`config.mk`:
```
export PLATFORM = sky130hd
export DESIGN_NAME = interval_timer
export DESIGN_NICKNAME = d
export VERILOG_FILES = /design/src/rtl/interval_timer.sv
export SDC_FILE = /design/constraint.sdc
export NUM_CORES = 1
export LEC_CHECK = 0
export ABC_AREA = 1
export ABC_CLOCK_PERIOD_IN_PS = 2270
export CAP_MARGIN = 25
export CORE_ASPECT_RATIO = 1.75
export CORE_MARGIN = 5
export CORE_UTILIZATION = 62
export DETAILED_ROUTE_END_ITERATION = 8
export PLACE_DENSITY = 0.8
export SETUP_SLACK_MARGIN = 0.5
export SLEW_MARGIN = 25
export SYNTH_ARGS = -nofsm -noshare
export SYNTH_HDL_FRONTEND = slang
export SYNTH_SLANG_ARGS = --single-unit
export TNS_END_PERCENT = 5
```
`constraint.sdc`:
```
create_clock -name clk -period 2.27 [get_ports clk]
set_input_delay 0.227 -clock clk [delete_from_list [all_inputs] [get_ports clk]]
set_output_delay 0.227 -clock clk [all_outputs]
set_load 0.03 [all_outputs]
```
`src/rtl/interval_timer.sv`:
```
// Interval timer and duration store for the traffic-light controller.
// Holds tBASE/tEXT/tYEL, derives the 1 s tick and runs one countdown at a time.
module interval_timer #(
  parameter int TICKS_PER_SEC = 100_000_000,
  parameter int DEF_BASE      = 6,
  parameter int DEF_EXT       = 3,
  parameter int DEF_YEL       = 2
) (
  input  logic       clk,
  input  logic       Reset_Sync,
  input  logic       Prog_Sync,
  input  logic [1:0] Time_Param_Sel,
  input  logic [3:0] Time_Value,
  input  logic [1:0] interval,
  input  logic       start_timer,
  output logic       expired,
  output logic       busy,
  output logic [4:0] seconds_left,
  output logic       one_sec_tick
);

  localparam int             PW         = (TICKS_PER_SEC > 1) ? $clog2(TICKS_PER_SEC) : 1;
  localparam logic [PW-1:0]  PRESC_LAST = PW'(TICKS_PER_SEC - 1);
  localparam logic [3:0]     D_BASE     = 4'(DEF_BASE);
  localparam logic [3:0]     D_EXT      = 4'(DEF_EXT);
  localparam logic [3:0]     D_YEL      = 4'(DEF_YEL);

  typedef enum logic {IDLE, COUNT} state_t;

  state_t        state_q, state_d;
  logic [3:0]    p_base_q, p_base_d;
  logic [3:0]    p_ext_q, p_ext_d;
  logic [3:0]    p_yel_q, p_yel_d;
  logic [PW-1:0] presc_q, presc_d;
  logic [4:0]    remaining_q, remaining_d;
  logic          expired_q, expired_d;
  logic          tick_q, tick_d;
  logic [4:0]    duration;

  always_ff @(posedge clk) begin
    if (Reset_Sync) begin
      state_q     <= IDLE;
      p_base_q    <= D_BASE;
      p_ext_q     <= D_EXT;
      p_yel_q     <= D_YEL;
      presc_q     <= '0;
      remaining_q <= '0;
      expired_q   <= 1'b0;
      tick_q      <= 1'b0;
    end else begin
      state_q     <= state_d;
      p_base_q    <= p_base_d;
      p_ext_q     <= p_ext_d;
      p_yel_q     <= p_yel_d;
      presc_q     <= presc_d;
      remaining_q <= remaining_d;
      expired_q   <= expired_d;
      tick_q      <= tick_d;
    end
  end

  always_comb begin
    state_d     = state_q;
    p_base_d    = p_base_q;
    p_ext_d     = p_ext_q;
    p_yel_d     = p_yel_q;
    presc_d     = presc_q;
    remaining_d = remaining_q;
    expired_d   = 1'b0;
    tick_d      = 1'b0;

    case (interval)
      2'b00:   duration = {1'b0, p_base_q};
      2'b01:   duration = {1'b0, p_ext_q};
      2'b10:   duration = {1'b0, p_yel_q};
      default: duration = {p_base_q, 1'b0};
    endcase

    if (Prog_Sync) begin
      // A zero value restores the default, so no parameter can ever be 0.
      case (Time_Param_Sel)
        2'b00:   p_base_d = (Time_Value == 4'd0) ? D_BASE : Time_Value;
        2'b01:   p_ext_d  = (Time_Value == 4'd0) ? D_EXT  : Time_Value;
        2'b10:   p_yel_d  = (Time_Value == 4'd0) ? D_YEL  : Time_Value;
        default: ;
      endcase
      state_d     = IDLE;
      presc_d     = '0;
      remaining_d = '0;
    end else if (start_timer) begin
      state_d     = COUNT;
      presc_d     = '0;
      remaining_d = duration;
    end else if (state_q == COUNT) begin
      if (presc_q == PRESC_LAST) begin
        presc_d     = '0;
        tick_d      = 1'b1;
        remaining_d = remaining_q - 5'd1;
        if (remaining_q == 5'd1) begin
          state_d   = IDLE;
          expired_d = 1'b1;
        end
      end else begin
        presc_d = presc_q + 1'b1;
      end
    end else begin
      presc_d = '0;
    end
  end

  assign busy         = (state_q == COUNT);
  assign seconds_left = remaining_q;
  assign expired      = expired_q;
  assign one_sec_tick = tick_q;

endmodule

```
==> impl_metrics.yaml <==
setup_path:
  crit_path_end_kind: "flop"
  critical_path_peak_fanout: 27
  r2r.worst_path.cells: 8
  crit_arrival_ns: 1.88
  crit_path_start_kind: "flop"
  cp_data_required_time_ns: 2.45
  setup.worst_path.class: "reg -> reg"
route:
  drt-wirelength-per-cell_um: 13.4
  drc: 0
  drt-initial-drc-count: 134
  first_pass_iters: 4
  via_per_inst: 5.53
  postRouteAntennaNets: 0
  routed_wl_um: 5960
  routed-via-count: 2467
timing:
  setup_viol: 0
  slew_headroom_pct: 68.7
  drv_slew: 0
  rsz0062_at_grt: "true"
  finalHoldViolCount: 0
  timing.hold.ws_ns: 0.456
  skew_ns: 0.00892
  fin_ws_ns: 0.578
  fin_crit_ns: 1.69
  fmax_mhz: 591
  tightest_slew_ns: 0.467
  tns_ns: 0
  fin_crit_sh_pct: 74.5
logic_synthesis:
  synth_commonest_cells: "91 x nand2_1, 57 x nor2_1, 47 x dfxtp_1"
  syn_nets: 389
  synth.most_common_cell: "nand2_1"
  syn_inst: 374
  synth_edf_count: 0
  yosys.area.top_type: "dfxtp_1"
  synth_top_cell_area_share_pct: 37.4
  ys_types: 28
  synthArstFlopShare_pct: 0
  syn_area_per_cell_um2: 6.72
  synth_area_um2: 2510
  ys.flop_type: "dfxtp_1"
  yosys_register_bits: 47
  ys_seq_area_share_pct: 37.4
  ys_top_cells_by_area: "dfxtp_1 37%, nand2_1 14%, nor2_1 8.5%, nand3_1 7.2%, a21oi_1 5.2%"
  yosysWarningCount: 0
clock_network:
  cts_resized: 0
  holdBufCountCts: 0
  cts_tree: "done"
  clockBufferDepth: 2
  cts_root_buffer: "clkbuf_8"
  clkTransAtPathRegs_ns: 0.10
  clock_sinks: 47
  numCtsBuffers: 5
  clkLatencyLatePin_ns: 0.31
  cts_setup_buffers: 0
  htreeDepth: 2
floorplan:
  initial_core_util_pct: 64.4
  io_pins: 20
  core_um2: 3900
  num_rows: 30
  die_w_um: 58.1
  die_area_um2: 5480
  die_h_um: 94.2
cells_and_area:
  fillerInstances: 349
  layout-drive-gt1-share_pct: 8.04
  syn_to_final_growth_pct: 12.6
  postLayoutCellArea_um2: 2830
  n_antenna_cell: 0
  final_nets: 412
worst_hold_path:
  hold_depth: 1
  worst_hold_path_type: "reg -> reg"
power:
  powerDensity_nw_per_um2: 535
  p_leak_nw: 0.980
  ir_drop_uv: 497
grt:
  grt-ovfl-total: 0
  grt_usage_pct: 24.3
  grt_max_degree: 28
  grt_pass1_vias: 2362
  antenna_found_initial: 0
  grt_pass1_wl_um: 10200
placed_design:
  dpl-instance-area_um2: 2740
  post-dp-hpwl_um: 4700
  numPortBuffers: 19
  place.gp.congestion: 0.930
  pre_cts_ws_ns: 0.528
flow_run:
  cap_violations: 0
status:
  status: "complete, no violations"
==> path summary, 6_finish.rpt <==
kind	start	end	slack (ns)
min	presc_q[0]$_SDFF_PP0_	presc_q[0]$_SDFF_PP0_	0.46
max reg2reg	presc_q[0]$_SDFF_PP0_	presc_q[20]$_SDFF_PP0_	0.58
max	presc_q[0]$_SDFF_PP0_	presc_q[20]$_SDFF_PP0_	0.58
min reg2reg	presc_q[0]$_SDFF_PP0_	presc_q[0]$_SDFF_PP0_	0.46
==> kinds of logic after synthesis <==
group,count (synthesis),share of synthesized area (%)
simple gates,227,41.7
flops,47,37.4
buf+inv,44,7.17
compound gates,42,8.41
xor+xnor,11,3.83
fa+ha+maj,3,1.49
==> critical path: stages, from the launching register on <==
cell     delay [ns]
dfxtp_1        0.36
ha_1           0.21
nand2_1        0.09
nor2_2         0.18
nand2_2        0.16
nor2_4         0.15
nand2_2        0.08
nand3_4        0.25
nor3_1         0.09
==> routing by layer <==
layer	track usage (%)	vias up	part of all wire, %
li1	-	1261	-
met1	23.5	1131	37
met2	47.2	52	57
met3	3.16	23	2.4
met4	13.0	0	3.9
met5	0	-	0
==> report_power, final <==
group,internal (W),switching [W],leakage [nW],total (W)
logic,0.0000569,0.0000818,0.554,0.000139
registers,0.000840,0.0000121,0.381,0.000852
clock network,0.000221,0.000303,0.0443,0.000523
total,0.00112,0.000397,0.980,0.00151
==> through the flow <==
| stage | utilization (%) | instances | total power [W] |
|---|---|---|---|
| floorplan | - | 374 | 0.000953 |
| global placement | 70.1 | 438 | 0.00101 |
| detailed placement | 70.1 | 438 | 0.00101 |
| CTS | 72.5 | 446 | 0.00152 |
| global route | 72.5 | 446 | 0.00159 |
| finish | 72.5 | 446 | 0.00151 |
==> layout make-up <==
cell class              count  area (µm²)  area share [%]
multi-input cells         283        1390            49.2
clock buffers               5        68.8            2.43
inverters                  41         154            5.44
repair buffers             19         190            6.72
flip-flops and latches     47         941            33.2
well taps                  48        60.1            2.12
clock inverters             3        25.0           0.884
==> registers in the layout, summed over array words and instances (netlist names) <==
signal,count
p_base_q,4
p_ext_q,4
busy,1
expired,1
p_yel_q,4
presc_q,27
one_sec_tick,1
seconds_left,5
==> cell usage in the layout, fill, tap and decap left out <==
| cell | netlist | layout |
|---|---|---|
| nand3_1 | 36 | 36 |
| clkbuf_8 | 0 | 5 |
| and2_0 | 1 | 1 |
| nor4_1 | 1 | 1 |
| a31oi_1 | 1 | 1 |
| nor2_4 | 1 | 1 |
| xnor2_1 | 2 | 2 |
| xor2_1 | 9 | 9 |
| dfxtp_1 | 47 | 47 |
| o21ai_0 | 15 | 15 |
| nor2_1 | 57 | 57 |
| nand2_2 | 2 | 2 |
| inv_1 | 33 | 33 |
| nor3_1 | 10 | 10 |
| a21oi_1 | 26 | 26 |
| ha_1 | 3 | 3 |
| nor3b_2 | 1 | 1 |
| clkdlybuf4s50_1 | 0 | 19 |
| and3_1 | 1 | 1 |
| nor3b_1 | 3 | 3 |
| nor3_2 | 5 | 5 |
| nand2_1 | 91 | 91 |
| nand3b_1 | 2 | 2 |
| nand3_2 | 2 | 2 |
| nand3_4 | 1 | 1 |
| nand4_1 | 9 | 9 |
| clkinv_4 | 0 | 2 |
| clkinvlp_4 | 0 | 1 |
| inv_2 | 8 | 8 |
| nor2_2 | 4 | 4 |
Power figures use the tool's default switching activity.
